$ cat config.mk
export PLATFORM = sky130hd
export DESIGN_NAME = spi_slave_regfile_flat
export DESIGN_NICKNAME = d
export VERILOG_FILES = /design/src/rtl/spi_slave_regfile_pkg.sv /design/src/rtl/spi_slave_regfile_if.sv /design/src/rtl/spi_slave_regfile_pin_sync.sv /design/src/rtl/spi_slave_regfile.sv /design/src/flat_wrapper.sv
export SDC_FILE = /design/constraint.sdc
export NUM_CORES = 1
export LEC_CHECK = 0
export BUFFER_PORTS_ARGS = -buffer_cell sky130_fd_sc_hd__buf_2
export CORE_ASPECT_RATIO = 1.1
export CORE_MARGIN = 2
export CORE_UTILIZATION = 57
export DETAILED_ROUTE_END_ITERATION = 8
export PLACE_DENSITY_LB_ADDON = 0.12
export SYNTH_ARGS = -nofsm -noshare
export SYNTH_HDL_FRONTEND = slang
export SYNTH_SLANG_ARGS = --single-unit
$ cat constraint.sdc
create_clock -name sys_clk -period 2.2 [get_ports sys_clk]
set_clock_uncertainty 0.15 [all_clocks]
set_input_delay 0.22 -clock sys_clk [delete_from_list [all_inputs] [get_ports sys_clk]]
set_output_delay 0.22 -clock sys_clk [all_outputs]
set_load 0.05 [all_outputs]
$ cat src/rtl/spi_slave_regfile_pkg.sv
// Shared constants, counter widths and FSM state encoding for the SPI slave register file.
package spi_regfile_pkg;

    localparam int WORD_W        = 16;
    localparam int WORDS_PER_GRP = 4;
    localparam int NUM_GRP       = 4;
    localparam int READ_GRP      = 3;
    localparam int SYNC_STAGES   = 2;

    localparam int NUM_WORDS  = NUM_GRP * WORDS_PER_GRP;
    localparam int BIT_CNT_W  = $clog2(WORD_W);
    localparam int WORD_CNT_W = $clog2(WORDS_PER_GRP);
    localparam int GRP_CNT_W  = $clog2(NUM_GRP);
    localparam int ADDR_W     = GRP_CNT_W + WORD_CNT_W;
    localparam int RD_W       = WORD_W * WORDS_PER_GRP;

    typedef enum logic [2:0] {
        IDLE,
        WRITE,
        FULL,
        ARMED,
        READ
    } state_t;

endpackage

$ cat src/rtl/spi_slave_regfile_if.sv
// SPI pins plus the register-file read port, bundled for the slave and its driver.
interface spi_slave_regfile_if;
    import spi_regfile_pkg::*;

    logic              spi_clk;
    logic              spi_en;
    logic              spi_in;
    logic              spi_out;
    logic [ADDR_W-1:0] rd_addr;
    logic [WORD_W-1:0] rd_data;
    logic              load_done;
    logic              frame_err;

    modport master (
        output spi_clk, spi_en, spi_in, rd_addr,
        input  spi_out, rd_data, load_done, frame_err
    );

    modport slave (
        input  spi_clk, spi_en, spi_in, rd_addr,
        output spi_out, rd_data, load_done, frame_err
    );

endinterface

$ cat src/rtl/spi_slave_regfile_pin_sync.sv
// Synchronises the three SPI pins onto sys_clk and derives one-cycle edge strobes.
module spi_pin_sync
    import spi_regfile_pkg::*;
#(
    parameter int STAGES = SYNC_STAGES
) (
    input  logic clk,
    input  logic rst_n,
    input  logic clk_pin,
    input  logic en_pin,
    input  logic in_pin,
    output logic in_s,
    output logic rise,
    output logic fall,
    output logic en_rise,
    output logic en_fall
);

    logic [STAGES-1:0] clk_sync_q, clk_sync_d;
    logic [STAGES-1:0] en_sync_q, en_sync_d;
    logic [STAGES-1:0] in_sync_q, in_sync_d;
    logic              clk_prev_q, clk_prev_d;
    logic              en_prev_q, en_prev_d;
    logic              clk_s, en_s;

    assign clk_s = clk_sync_q[STAGES-1];
    assign en_s  = en_sync_q[STAGES-1];
    assign in_s  = in_sync_q[STAGES-1];

    // Shift each pin one stage deeper and remember last synchronised clk/en for edge detection.
    always_comb begin
        clk_sync_d = {clk_sync_q[STAGES-2:0], clk_pin};
        en_sync_d  = {en_sync_q[STAGES-2:0], en_pin};
        in_sync_d  = {in_sync_q[STAGES-2:0], in_pin};
        clk_prev_d = clk_s;
        en_prev_d  = en_s;
    end

    // Synchroniser flops reset to the idle bus levels so no spurious edge appears after reset.
    always_ff @(posedge clk) begin
        if (!rst_n) begin
            clk_sync_q <= '0;
            en_sync_q  <= '1;
            in_sync_q  <= '0;
            clk_prev_q <= 1'b0;
            en_prev_q  <= 1'b1;
        end else begin
            clk_sync_q <= clk_sync_d;
            en_sync_q  <= en_sync_d;
            in_sync_q  <= in_sync_d;
            clk_prev_q <= clk_prev_d;
            en_prev_q  <= en_prev_d;
        end
    end

    assign rise    = clk_s & ~clk_prev_q;
    assign fall    = ~clk_s & clk_prev_q;
    assign en_rise = en_s & ~en_prev_q;
    assign en_fall = ~en_s & en_prev_q;

endmodule

$ cat src/rtl/spi_slave_regfile.sv
// SPI slave: a write frame fills a 16-word register file, the following read frame returns the Corr group.
module spi_slave_regfile
    import spi_regfile_pkg::*;
(
    input  logic                sys_clk,
    input  logic                rst_n,
    spi_slave_regfile_if.slave  bus
);

    logic in_s, rise, fall, en_rise, en_fall;

    spi_pin_sync #(.STAGES(SYNC_STAGES)) u_sync (
        .clk     (sys_clk),
        .rst_n   (rst_n),
        .clk_pin (bus.spi_clk),
        .en_pin  (bus.spi_en),
        .in_pin  (bus.spi_in),
        .in_s    (in_s),
        .rise    (rise),
        .fall    (fall),
        .en_rise (en_rise),
        .en_fall (en_fall)
    );

    state_t                state_q, state_d;
    logic [BIT_CNT_W-1:0]  bit_cnt_q, bit_cnt_d;
    logic [WORD_CNT_W-1:0] word_cnt_q, word_cnt_d;
    logic [GRP_CNT_W-1:0]  grp_cnt_q, grp_cnt_d;
    logic [WORD_W-2:0]     shreg_q, shreg_d;
    logic [RD_W-1:0]       rd_shreg_q, rd_shreg_d;
    logic                  spi_out_q, spi_out_d;
    logic                  load_done_q, load_done_d;
    logic                  frame_err_q, frame_err_d;
    logic                  ovr_q, ovr_d;
    logic [WORD_W-1:0]     regfile_q [NUM_WORDS];
    logic [WORD_W-1:0]     regfile_d [NUM_WORDS];

    logic [WORD_W-1:0]     wr_word;
    logic [ADDR_W-1:0]     wr_addr;
    logic [RD_W-1:0]       rd_load;
    logic                  last_bit, last_word, last_grp;

    // Group size is a power of two, so {group, word} is the flat regfile index.
    assign wr_word   = {shreg_q, in_s};
    assign wr_addr   = {grp_cnt_q, word_cnt_q};
    assign last_bit  = (bit_cnt_q == BIT_CNT_W'(WORD_W - 1));
    assign last_word = (word_cnt_q == WORD_CNT_W'(WORDS_PER_GRP - 1));
    assign last_grp  = (grp_cnt_q == GRP_CNT_W'(NUM_GRP - 1));

    // Assemble the read-back image with word 0 of the read group in the MSBs.
    always_comb begin
        rd_load = '0;
        for (int w = 0; w < WORDS_PER_GRP; w++) begin
            rd_load[RD_W-1-w*WORD_W -: WORD_W] = regfile_q[READ_GRP*WORDS_PER_GRP + w];
        end
    end

    // State register.
    always_ff @(posedge sys_clk) begin
        if (!rst_n) state_q <= IDLE;
        else        state_q <= state_d;
    end

    // Next-state logic; en_rise always takes priority over a coincident clock edge.
    always_comb begin
        state_d = state_q;
        case (state_q)
            IDLE:    if (en_fall) state_d = WRITE;
            WRITE: begin
                if (en_rise)                                          state_d = IDLE;
                else if (rise && last_bit && last_word && last_grp)   state_d = FULL;
            end
            FULL:    if (en_rise) state_d = ARMED;
            ARMED:   if (en_fall) state_d = READ;
            READ:    if (en_rise) state_d = IDLE;
            default: state_d = IDLE;
        endcase
    end

    // Datapath and output logic: deserialise, write words, flag errors, shift the read image out.
    always_comb begin
        bit_cnt_d   = bit_cnt_q;
        word_cnt_d  = word_cnt_q;
        grp_cnt_d   = grp_cnt_q;
        shreg_d     = shreg_q;
        rd_shreg_d  = rd_shreg_q;
        spi_out_d   = 1'b0;
        load_done_d = 1'b0;
        frame_err_d = 1'b0;
        ovr_d       = ovr_q;
        regfile_d   = regfile_q;
        case (state_q)
            IDLE: begin
                if (en_fall) begin
                    bit_cnt_d  = '0;
                    word_cnt_d = '0;
                    grp_cnt_d  = '0;
                    shreg_d    = '0;
                    ovr_d      = 1'b0;
                end
            end
            WRITE: begin
                if (en_rise) begin
                    frame_err_d = 1'b1;
                end else if (rise) begin
                    shreg_d = wr_word[WORD_W-2:0];
                    if (last_bit) begin
                        regfile_d[wr_addr] = wr_word;
                        bit_cnt_d  = '0;
                        word_cnt_d = word_cnt_q + 1'b1;
                        if (last_word) begin
                            grp_cnt_d = grp_cnt_q + 1'b1;
                            if (last_grp) load_done_d = 1'b1;
                        end
                    end else begin
                        bit_cnt_d = bit_cnt_q + 1'b1;
                    end
                end
            end
            FULL: begin
                if (!en_rise && rise && !ovr_q) begin
                    frame_err_d = 1'b1;
                    ovr_d       = 1'b1;
                end
            end
            ARMED: begin
                if (en_fall) begin
                    spi_out_d  = rd_load[RD_W-1];
                    rd_shreg_d = {rd_load[RD_W-2:0], 1'b0};
                end
            end
            READ: begin
                if (en_rise) begin
                    spi_out_d = 1'b0;
                end else if (fall) begin
                    spi_out_d  = rd_shreg_q[RD_W-1];
                    rd_shreg_d = {rd_shreg_q[RD_W-2:0], 1'b0};
                end else begin
                    spi_out_d = spi_out_q;
                end
            end
            default: ;
        endcase
    end

    // Datapath flops and the register file.
    always_ff @(posedge sys_clk) begin
        if (!rst_n) begin
            bit_cnt_q   <= '0;
            word_cnt_q  <= '0;
            grp_cnt_q   <= '0;
            shreg_q     <= '0;
            rd_shreg_q  <= '0;
            spi_out_q   <= 1'b0;
            load_done_q <= 1'b0;
            frame_err_q <= 1'b0;
            ovr_q       <= 1'b0;
            regfile_q   <= '{default: '0};
        end else begin
            bit_cnt_q   <= bit_cnt_d;
            word_cnt_q  <= word_cnt_d;
            grp_cnt_q   <= grp_cnt_d;
            shreg_q     <= shreg_d;
            rd_shreg_q  <= rd_shreg_d;
            spi_out_q   <= spi_out_d;
            load_done_q <= load_done_d;
            frame_err_q <= frame_err_d;
            ovr_q       <= ovr_d;
            regfile_q   <= regfile_d;
        end
    end

    assign bus.spi_out   = spi_out_q;
    assign bus.load_done = load_done_q;
    assign bus.frame_err = frame_err_q;
    assign bus.rd_data   = regfile_q[bus.rd_addr];

endmodule

$ cat src/flat_wrapper.sv
// flat-port wrapper written by rule: the top's interface ports become plain ports
module spi_slave_regfile_flat import spi_regfile_pkg::*;
  (sys_clk, rst_n, bus_spi_clk, bus_spi_en, bus_spi_in, bus_rd_addr, bus_spi_out, bus_rd_data, bus_load_done, bus_frame_err);
  spi_slave_regfile_if bus_i ();
  input  logic sys_clk;
  input  logic rst_n;
  input wire logic [$bits(bus_i.spi_clk)-1:0] bus_spi_clk;
  input wire logic [$bits(bus_i.spi_en)-1:0] bus_spi_en;
  input wire logic [$bits(bus_i.spi_in)-1:0] bus_spi_in;
  input wire logic [$bits(bus_i.rd_addr)-1:0] bus_rd_addr;
  output wire logic [$bits(bus_i.spi_out)-1:0] bus_spi_out;
  output wire logic [$bits(bus_i.rd_data)-1:0] bus_rd_data;
  output wire logic [$bits(bus_i.load_done)-1:0] bus_load_done;
  output wire logic [$bits(bus_i.frame_err)-1:0] bus_frame_err;
  assign bus_i.spi_clk = bus_spi_clk;
  assign bus_i.spi_en = bus_spi_en;
  assign bus_i.spi_in = bus_spi_in;
  assign bus_i.rd_addr = bus_rd_addr;
  assign bus_spi_out = bus_i.spi_out;
  assign bus_rd_data = bus_i.rd_data;
  assign bus_load_done = bus_i.load_done;
  assign bus_frame_err = bus_i.frame_err;
  spi_slave_regfile u_core (.sys_clk(sys_clk), .rst_n(rst_n), .bus(bus_i));
endmodule
# Word level (Yosys, flattened, before mapping)
# Cells that the tools add are included.
[word_totals] reg_bits=358 out_inout_bits=19 inputBits=9
[classes] muxes=47 n_lt_le_gt_ge=3 n_eq_ne=20 add_sub_neg=3 reduce_logical=20 bitwise=16
[ops] cell="256-bit bitwise mux" count=1
[ops] cell="64-bit 2-to-1 mux" count=3
[ops] cell="64-bit case mux with 2 select lines" count=1
[ops] cell="16-bit binary-select mux with 4-bit select" count=1
[ops] cell="16-bit demux with 4-bit select" count=1
[ops] cell="16-bit 2-to-1 mux" count=3
[ops] cell="15-bit 2-to-1 mux" count=3
[ops] cell="15-bit case mux with 2 select lines" count=1
[ops] cell="3-bit 2-to-1 mux" count=6
[ops] cell="2-bit by 1-bit inequality test with 1-bit output, second input constant" count=9
[ops] cell="2-bit 2-to-1 mux" count=8
[ops] cell="4-bit 2-to-1 mux" count=4
[ops] cell="3-bit case mux with 5 select lines" count=1
[ops] cell="4-bit AND reduction" count=3
[ops] cell="5-bit >= comparator, second input constant" count=2
[ops] cell="1-bit NOT" count=10
[ops] cell="4-bit NOT with 5-bit output" count=2
[ops] cell="5-bit AND reduction" count=2
[ops] cell="1-bit 2-to-1 mux" count=8
[ops] cell="2-bit case mux with 2 select lines" count=2
[ops] cell="4-bit case mux with 2 select lines" count=1
[ops] cell="3-bit by 2-bit == test with 1-bit output, second input constant" count=2
[ops] cell="1-bit logical AND" count=6
[ops] cell="3-bit by 1-bit inequality test with 1-bit output, second input constant" count=2
[ops] cell="16 further kinds" count=27

# Longest topological paths before layout
# Gate-level depths: netlist (run 1).
[depth] word_depth=8 mapped_depth=8 mapped_depth_nobuf=5

# Modules after synthesis
# From an unflattened synthesis (run 1), not the netlist that was laid out.
[unflattened] hier_cells=1503 hier_area_um2=14720.4
[modules_own_cells] mod="spi_slave_regfile" area_each_um2=14485.1 instances=1 cells_per_inst=1483 seq_area_each_um2=6986.7
[modules_own_cells] mod="spi_pin_sync" area_each_um2=235.2 instances=1 cells_per_inst=20 seq_area_each_um2=160.2

# Worst setup path after synthesis (run 1)
# Ideal clock, no wire load.
[synth_path] path_kind="input to output" start="input bus_rd_addr[0]" end="output bus_rd_data[10]" t_arrival_ps=2024 setup_slack_ps=-194 stages=5 cell_sequence="buf_2 -> buf_1 -> mux4_2 -> a22oi_1 -> nand2_1"
[synth_between] elab_chain_cells=4
[synth_rtl] element="from (decl)" line_no="flat_wrapper.sv:10" rtl="input wire logic [$bits(bus_i.rd_addr)-1:0] bus_rd_addr;"
[synth_rtl] element="4-bit NOT with 5-bit output (not written as such)" line_no="spi_slave_regfile.sv:176" rtl="assign bus.rd_data = regfile_q[bus.rd_addr];"
[synth_rtl] element="16-bit binary-select mux with 4-bit select" line_no="spi_slave_regfile.sv:176"
[synth_rtl] element="16-bit 2-to-1 mux (not written as such) (2 in a row)" line_no="spi_slave_regfile.sv:176"
[synth_rtl] element="to (decl)" line_no="flat_wrapper.sv:12" rtl="output wire logic [$bits(bus_i.rd_data)-1:0] bus_rd_data;"
# No other way between the ends. The select of a mux whose other input is x is not followed.

# Worst setup path after layout (run 1)
[layout_path] start="register u_core.regfile_q (netlist bit u_core.rd_load[9])" end="output bus_rd_data[9]"
[layout_between] elab_chain_cells=3
[layout_rtl] element="from (decl)" line_no="spi_slave_regfile.sv:35" rtl="logic [WORD_W-1:0] regfile_q [NUM_WORDS];"
[layout_rtl] element="from (signal assigned)" line_no="spi_slave_regfile.sv:169" rtl="regfile_q <= regfile_d;"
[layout_rtl] element="16-bit binary-select mux with 4-bit select" line_no="spi_slave_regfile.sv:176"
[layout_rtl] element="16-bit 2-to-1 mux (not written as such) (2 in a row)" line_no="spi_slave_regfile.sv:176"
# No other way between the ends. The select of a mux whose other input is x is not followed.

==> out/results.env, run 1 <==
STATUS='finished with violations'
VIOLATIONS='setup timing'
SETUP_SLACK_NS=-0.162
CP_DATA_ARRIVAL_TIME_NS=1.99
GRT.OVERFLOW.TOTAL=0
LARGEST_NET_DEGREE_AT_THE_START_OF_GLOBAL_ROUTING=65
CLK_ROOT_BUFFER_CELL='sky130_fd_sc_hd__clkbuf_16'
ROWS=65
DRT_ITER0_DRC=2115
STDCELL_COUNT=2238
GRT_PASS1_VIAS=14800
WORSTHOLDPATHTYPE='reg2reg'
PORT_BUFFERS=27
POST_DRT_VIA_CELL_RATIO=6.93
COMMONEST_CELLS_AFTER_ROUTING_FILL_AND_TAPS_ASIDE='sky130_fd_sc_hd__dfxtp_1 (299), sky130_fd_sc_hd__a21oi_1 (258), sky130_fd_sc_hd__o21ai_0 (244), sky130_fd_sc_hd__nand4_1 (211), sky130_fd_sc_hd__buf_4 (135)'
DIEWIDTH_UM=166
FINAL-MAX-SLEW-VIOLATION-COUNT=0
SYNTH_SEQ_CELLS=357
TIMING_HOLD_VIOLATIONS_FINAL=0
TIMING_WORST_SETUP_PATH_TYPE='reg2out'
WORST_PATH_REQUIRED_TIME_NS=1.83
SYN_TO_FINAL_GROWTH_PCT=19.1
DETAIL-ROUTE-ANTENNA-NETS=0
PERIOD_UTILIZATION_POST_ROUTE=1.07
SYNTH_WARNINGS=0
POWER_LEAKAGE_nW=6.71
GRT_SETUP_UNREPAIRED='yes'
WL_MM=52.4
WORSTSETUPENDPOINTTYPE='output port'
MAX_FREQ_MHz=423
SYNTH_AREA_LEADER_CELL='sky130_fd_sc_hd__dfxtp_1'
SYNTH.AVG_CELL_AREA_UM2=8.91
FIN_NETS=1859
CORE_MM2=0.0285
GRT_FIRST_PASS_WIRELENGTH_MM=82.8
CLK_PIN_SLEW_WORST_PATHS_NS=0.06
DIEAREA_MM2=0.0303
SYNTH_FF_TYPE='sky130_fd_sc_hd__dfxtp_1'
CLOCK_SINK_COUNT=357
FINALWORSTPATHREQUIREDPERIOD_NS=2.36
DP_HPWL_MM=31.5
VDD_DROP_MAX_mV=0.500
TRITONCTS='built'
DRIVE_GT1_FRAC=0.232
SYNTH.TOP_CELLS.BY_AREA='sky130_fd_sc_hd__dfxtp_1 (43%), sky130_fd_sc_hd__mux4_2 (8.8%), sky130_fd_sc_hd__a21oi_1 (8.1%)'
TOTAL_POWER_PER_UNIT_CELL_AREA_mW_PER_MM2=690
SYN_INST=1847
PLACED_CELLS=2119
DPL_CELL_AREA_MM2=0.0175
WORSTSETUPSTARTPOINTTYPE='flop'
NETLIST-CELL-TYPE-COUNT=44
DR_TOTAL_VIAS=15500
ROUTED_WIRE_LENGTH_PER_INSTANCE_UM=23.4
YS_ASYNC_SR_FRACTION=0
PORTION_OF_SYNTHESIZED_CELL_AREA_OCCUPIED_BY_THE_LEADING_CELL_TYPE=0.434
SYNTH_AREA_MM2=0.0165
CTS_HTREE_LEVELS=2
DRC=0
SYNTH_EDF_COUNT=0
TOP_LEVEL_PORTS=28
GR-USAGE-ALL-LAYERS=0.333
FINALSETUPVIOLCOUNT=13
WORST_SLACK_ON_HOLD_PATHS_NS=0.263
TIMING.SLEW.HEADROOM=0.279
LAYOUT_COMMONEST_CELL='sky130_fd_sc_hd__dfxtp_1'
SYNTH.YOSYS.SEQ_AREA_SHARE=0.434
INITIAL_UTILIZATION=0.577
NUMCTSBUFFERS=38
DIE_H_UM=182
NUMBER_OF_ANTENNA_VIOLATIONS_AT_THE_FIRST_CHECK_IN_GLOBAL_ROUTING=0
GPL.FINAL_WEIGHTED_CONGESTION=0.856
FINALSETUPTNS_NS=-1.02
WORST_PIN_SLEW_NS=1.08
WORST_PATH_FANOUT_MAX=2
CLOCK_LATENCY_NS=0.53
LAYOUT.CELL_AREA.NON_FILLER_MM2=0.0196
CTS-ROOT-TO-SINK-BUFFERS=3
DRT_PASS1_ITERATIONS=5
POSTSYNTHNETCOUNT=1865
CAP_VIOLATIONS=0
## critical path: stages, from the launching register on
cell	delay, ns
sky130_fd_sc_hd__dfxtp_2	0.32
sky130_fd_sc_hd__mux4_2	0.51
sky130_fd_sc_hd__a22oi_2	0.32
sky130_fd_sc_hd__nand2_1	0.14
sky130_fd_sc_hd__buf_6	0.17
## per-layer routing
metal  part of all wire  GRT usage  up-vias
met5                  0          0        -
met4              0.025      0.101        0
met3              0.092     0.0612      139
met2               0.48      0.545      869
met1               0.40      0.453     7569
li1                   -          -     6943
## flip-flops by register name (all words and copies together), names as in the netlist
| name | cells |
|---|---|
| u_core.regfile_q | 192 |
| u_core.rd_load | 64 |
| u_core.rd_shreg_q | 63 |
| u_core.shreg_q | 15 |
| u_core.bit_cnt_q | 4 |
| u_core.state_q | 3 |
| u_core.grp_cnt_q | 2 |
| u_core.u_sync.clk_sync_q | 2 |
| u_core.u_sync.en_sync_q | 2 |
| u_core.u_sync.in_sync_q | 2 |
| u_core.word_cnt_q | 2 |
| u_core.bus.frame_err | 1 |
| u_core.bus.load_done | 1 |
| u_core.bus.spi_out | 1 |
| u_core.ovr_q | 1 |
| u_core.u_sync.clk_prev_q | 1 |
| u_core.u_sync.en_prev_q | 1 |
## power breakdown
part	internal (mW)	switching (mW)
sequential	6.48	0.0183
clock	3.83	2.65
combinational	0.198	0.340
total	10.5	3.01
## cell families (layout without fill, tap and decap cells)
group | after synthesis | in the layout | synth area share
buffers and inverters | 260 | 282 | 0.0619
other | 0 | 1 | 0
AOI/OAI and AO/OA | 621 | 621 | 0.205
and+or+nand+nor | 456 | 456 | 0.156
DFF | 357 | 357 | 0.434
adders and majority gates | 9 | 9 | 0.00684
muxes | 144 | 144 | 0.136
## cell type report
| class | instances | area [µm²] |
|---|---|---|
| Antenna cell | 1 | 2.50 |
| Inverter | 9 | 41.3 |
| Fill cell | 2198 | 8950 |
| Sequential cell | 357 | 7230 |
| Multi-Input combinational cell | 1230 | 8500 |
| Clock inverter | 5 | 60.1 |
| Tap cell | 368 | 460 |
| Timing Repair Buffer | 205 | 2110 |
| Clock buffer | 63 | 1200 |
## synthesized netlist by cell type, drive strengths merged, types with 3 or more instances
cell type,instances
nor3,65
clkbuf,207
a22oi,32
nand2b,8
a211oi,62
mux4,64
nand4,211
o211ai,5
ha,9
nor3b,3
and2,10
dfxtp,357
o21ai,248
a21oi,265
mux2i,80
nand2,53
inv,9
and3,3
a31oi,3
nor2b,6
buf,44
nand3,58
nor2,26
## timing repair
action,CTS,global route
setup endpoints to repair,16,161
hold buffers,7,0
resized for setup,113,37
setup buffers,31,8
endpoints found under the hold margin,12,0
pin swaps,20,21
gates cloned,0,4
## per-stage QoR
step | worst slack [ns] | total power [mW] | util
after detailed placement | -0.0182 | 7.16 | 0.612
final | -0.162 | 13.5 | 0.686
after CTS | -0.107 | 13.5 | 0.677
after global placement | -0.0319 | 7.15 | 0.612
after global routing | -0.160 | 13.9 | 0.686
after floorplan | 0.0836 | 6.97 | -
## worst paths after layout
kind                              start                    endpoint  slack [ns]  depth (start not counted)
min reg2reg  u_core.u_sync.en_sync_q[0]  u_core.u_sync.en_sync_q[1]        0.26                          1
max                   u_core.rd_load[9]              bus_rd_data[9]       -0.16                          4
min          u_core.u_sync.en_sync_q[0]  u_core.u_sync.en_sync_q[1]        0.26                          1
max reg2reg           u_core.state_q[2]          u_core.rd_load[27]        0.02                          7
Power figures use the tool's default switching activity.
==> run 2: changes to the inputs <==
--- a/config.mk
+++ b/config.mk
@@ -5,12 +5,13 @@
 export SDC_FILE = /design/constraint.sdc
 export NUM_CORES = 1
 export LEC_CHECK = 0
-export BUFFER_PORTS_ARGS = -buffer_cell sky130_fd_sc_hd__buf_2
 export CORE_ASPECT_RATIO = 1.1
 export CORE_MARGIN = 2
-export CORE_UTILIZATION = 57
+export CORE_UTILIZATION = 58
 export DETAILED_ROUTE_END_ITERATION = 8
+export DONT_BUFFER_PORTS = 1
 export PLACE_DENSITY_LB_ADDON = 0.12
+export SKIP_LAST_GASP = 1
 export SYNTH_ARGS = -nofsm -noshare
 export SYNTH_HDL_FRONTEND = slang
 export SYNTH_SLANG_ARGS = --single-unit
==> run 2 against run 1 <==
Effect of this change: the flow still finishes with violations (setup timing); hold slack lost 0.060 ns; register-to-register slack gained 0.05 ns; fmax grew 2.8%; final cell count shrank 1.7%; setup slack gained 0.064 ns; combinational power shrank 24%; power shrank 2.4%; design area shrank 1.0%; critical path type unchanged; critical endpoint is now bus_rd_data[3]; largest cell class unchanged; largest power group unchanged.
==> out/results.env, run 2 (same netlist as run 1, synthesis figures left out) <==
TIMING.SLEW.HEADROOM=0.259  # was 0.279
WORSTSETUPSTARTPOINTTYPE='flop'  # unchanged
FINALWORSTPATHREQUIREDPERIOD_NS=2.30  # was 2.36 ns
DIE_H_UM=181  # was 182 µm
FINALSETUPVIOLCOUNT=15  # was 13
FINAL_CORE_UTILIZATION=0.696  # was 0.686
DRIVE_GT1_FRAC=0.227  # was 0.232
LAYOUT_COMMONEST_CELL='sky130_fd_sc_hd__dfxtp_1'  # unchanged
DRC=0  # unchanged
CLK_ROOT_BUFFER_CELL='sky130_fd_sc_hd__clkbuf_16'  # unchanged
DRT_ITER0_DRC=1927  # was 2,115
LARGEST_REGISTER_FF_COUNT=192  # unchanged
CTS_HTREE_LEVELS=2  # unchanged
GPL.FINAL_WEIGHTED_CONGESTION=0.839  # was 0.856
LARGEST_NET_DEGREE_AT_THE_START_OF_GLOBAL_ROUTING=77  # was 65
VDD_DROP_MAX_mV=0.558  # was 0.500 mV
STATUS='finished with violations'  # unchanged
CTS-ROOT-TO-SINK-BUFFERS=3  # unchanged
DPL_CELL_AREA_MM2=0.0174  # was 0.0175 mm²
DIEWIDTH_UM=165  # was 166 µm
FIN_NETS=1828  # was 1,859
ANTENNA_CELLS_INSERTED=0  # was 1
DRT_PASS1_ITERATIONS=8  # was 5
GR-USAGE-ALL-LAYERS=0.334  # was 0.333
WORST_PIN_SLEW_NS=1.11  # was 1.08 ns
TIMING.CRITICAL_PATH.BUF_INV=1  # unchanged
TRITONCTS='built'  # unchanged
TIMING.RR.END='u_core.regfile_q[245]'  # was u_core.rd_load[27]
SETUP_SLACK_NS=-0.0983  # was -0.162 ns
CRITPATHMAXSTAGEDELAY_NS=0.52  # was 0.51 ns
CLOCK_SINK_COUNT=357  # unchanged
GRT_SETUP_UNREPAIRED='yes'  # unchanged
TIMING.REG2REG.WORST_PATH_DEPTH=8  # was 7
DR_TOTAL_VIAS=15200  # was 15,500
REGTOREGSETUPSLACK_NS=0.07  # was 0.02 ns
GRT.OVERFLOW.TOTAL=0  # unchanged
WORSTSETUPENDPOINT='bus_rd_data[3]'  # was bus_rd_data[9]
CORE_MM2=0.0279  # was 0.0285 mm²
WORSTHOLDPATHTYPE='in2reg'  # was reg2reg
TIMING_HOLD_VIOLATIONS_FINAL=0  # unchanged
FINAL-MAX-SLEW-VIOLATION-COUNT=0  # unchanged
MAX_FREQ_MHz=435  # was 423 MHz
NUMCTSBUFFERS=38  # unchanged
POWER_LEAKAGE_nW=6.55  # was 6.71 nW
WORST_PATH_MAX_DELAY_CELL='sky130_fd_sc_hd__mux4_2'  # unchanged
TIMING_WORST_SETUP_PATH_TYPE='reg2out'  # unchanged
CLK_PIN_SLEW_WORST_PATHS_NS=0.06  # about the same
NUMBER_OF_ANTENNA_VIOLATIONS_AT_THE_FIRST_CHECK_IN_GLOBAL_ROUTING=0  # unchanged
CAP_VIOLATIONS=0  # unchanged
TOP_LEVEL_PORTS=28  # unchanged
ROWS=64  # was 65
GRT_PASS1_VIAS=14700  # was 14,800
PERIOD_UTILIZATION_POST_ROUTE=1.04  # was 1.07
CPLARGESTDELAYFAMILY='multiplexers'  # unchanged
CP_NUM_CELLS=4  # unchanged
WORST_PATH_REQUIRED_TIME_NS=1.83  # about the same
POST_DRT_VIA_CELL_RATIO=6.93  # about the same
ROUTED_WIRE_LENGTH_PER_INSTANCE_UM=22.7  # was 23.4 µm
INITIAL_UTILIZATION=0.591  # was 0.577
LAYOUT.CELL_AREA.NON_FILLER_MM2=0.0194  # was 0.0196 mm²
SETUP.WORST_PATH.START='u_core.rd_load[19]'  # was u_core.rd_load[9]
PORT_BUFFERS=0  # was 27
GRT_FIRST_PASS_WIRELENGTH_MM=80.1  # was 82.8 mm
WL_MM=49.9  # was 52.4 mm
SYN_TO_FINAL_GROWTH_PCT=17.8  # was 19.1%
CP_DATA_ARRIVAL_TIME_NS=1.93  # was 1.99 ns
CLOCK_LATENCY_NS=0.52  # was 0.53 ns
DIEAREA_MM2=0.0297  # was 0.0303 mm²
MAX_FLOP_REGISTER='u_core.regfile_q'  # unchanged
STDCELL_COUNT=2200  # was 2,238
WORST_PATH_FANOUT_MAX=2  # unchanged
REG2REG_FROM='u_core.u_sync.en_sync_q[1]'  # was u_core.state_q[2]
DETAIL-ROUTE-ANTENNA-NETS=0  # unchanged
TOTAL_POWER_PER_UNIT_CELL_AREA_mW_PER_MM2=680  # was 690 mW/mm²
FINALSETUPTNS_NS=-0.969  # was -1.02 ns
WORSTSETUPENDPOINTTYPE='output port'  # unchanged
CELLS_TRAVERSED_ALONG_THE_WORST_TIMING_PATH='mux4_2, a22oi_2, nand2_2, buf_12'  # was mux4_2, a22oi_2, nand2_1, buf_6
VIOLATIONS='setup timing'  # unchanged
WORST_SLACK_ON_HOLD_PATHS_NS=0.203  # was 0.263 ns
COMMONEST_CELLS_AFTER_ROUTING_FILL_AND_TAPS_ASIDE='sky130_fd_sc_hd__dfxtp_1 (295), sky130_fd_sc_hd__a21oi_1 (260), sky130_fd_sc_hd__o21ai_0 (247), sky130_fd_sc_hd__nand4_1 (211), sky130_fd_sc_hd__buf_4 (121)'  # was sky130_fd_sc_hd__dfxtp_1 (299), sky130_fd_sc_hd__a21oi_1 (258), sky130_fd_sc_hd__o21ai_0 (244), sky130_fd_sc_hd__nand4_1 (211), sky130_fd_sc_hd__buf_4 (135)
DP_HPWL_MM=29.0  # was 31.5 mm
PLACED_CELLS=2074  # was 2,119
==> run 2: cell types whose count changed in the layout (fill, tap and decap cells not counted), sizes merged <==
cell         before  now
buf             194  166
inv              11   10
bufbuf            0    2
dlygate4sd3       7    4
clkbuf           67   60
clkinv            2    7
diode             1    0
clkinvlp          0    1
bufinv            1    0
==> run 2: final cells by class <==
| class | instances | area [µm²] |
|---|---|---|
| fillers | 2154 | 8470 |
| well taps | 363 | 454 |
| clock inverters | 9 | 51.3 |
| inverters | 9 | 41.3 |
| clock buffers | 58 | 1170 |
| repair buffers | 174 | 1950 |
| multi-input cells | 1230 | 8510 |
| flip-flops and latches | 357 | 7230 |
==> run 2: worst min-delay path by stage <==
| stage | start | endpoint | cells past startpoint | slack [ns] |
|---|---|---|---|---|
| after global placement | rst_n | u_core.u_sync.en_sync_q[0] | 1 | 0.14 |
| after detailed placement | rst_n | u_core.u_sync.en_sync_q[0] | 1 | 0.15 |
| after CTS | bus_spi_en | u_core.u_sync.en_sync_q[0] | 2 | 0.18 |
| after floorplan | bus_spi_en | u_core.u_sync.en_sync_q[0] | 1 | 0.17 |
| after global routing | bus_spi_en | u_core.u_sync.en_sync_q[0] | 2 | 0.20 |
| final | bus_spi_en | u_core.u_sync.en_sync_q[0] | 2 | 0.20 |
==> run 2: stage by stage <==
step                      total power [mW]  setup WS [ns]
final                                 13.2        -0.0983
after global routing                  13.5         -0.124
after CTS                             13.2        -0.0761
after detailed placement              7.03         0.0528
after global placement                7.02         0.0965
after floorplan                       6.97         0.0836
==> run 2: what timing repair did <==
action                     in CTS  in global routing
hold endpoints to repair       71                  0
buffers inserted               46                  5
gates cloned                    2                  2
hold buffers                    4                  0
setup endpoints to repair      17                232
resized for setup              86                 26
pin swaps                      30                 26
==> run 2: where the power goes <==
part	switching [mW]	total [mW]	internal [mW]
clock network	2.63	6.28	3.65
logic	0.257	0.409	0.152
registers	0.0199	6.50	6.48
==> run 2: layer usage <==
metal	global-route usage	part of all wire
met3	0.0499	0.079
met2	0.534	0.48
met5	0	0
met4	0.102	0.022
met1	0.467	0.42
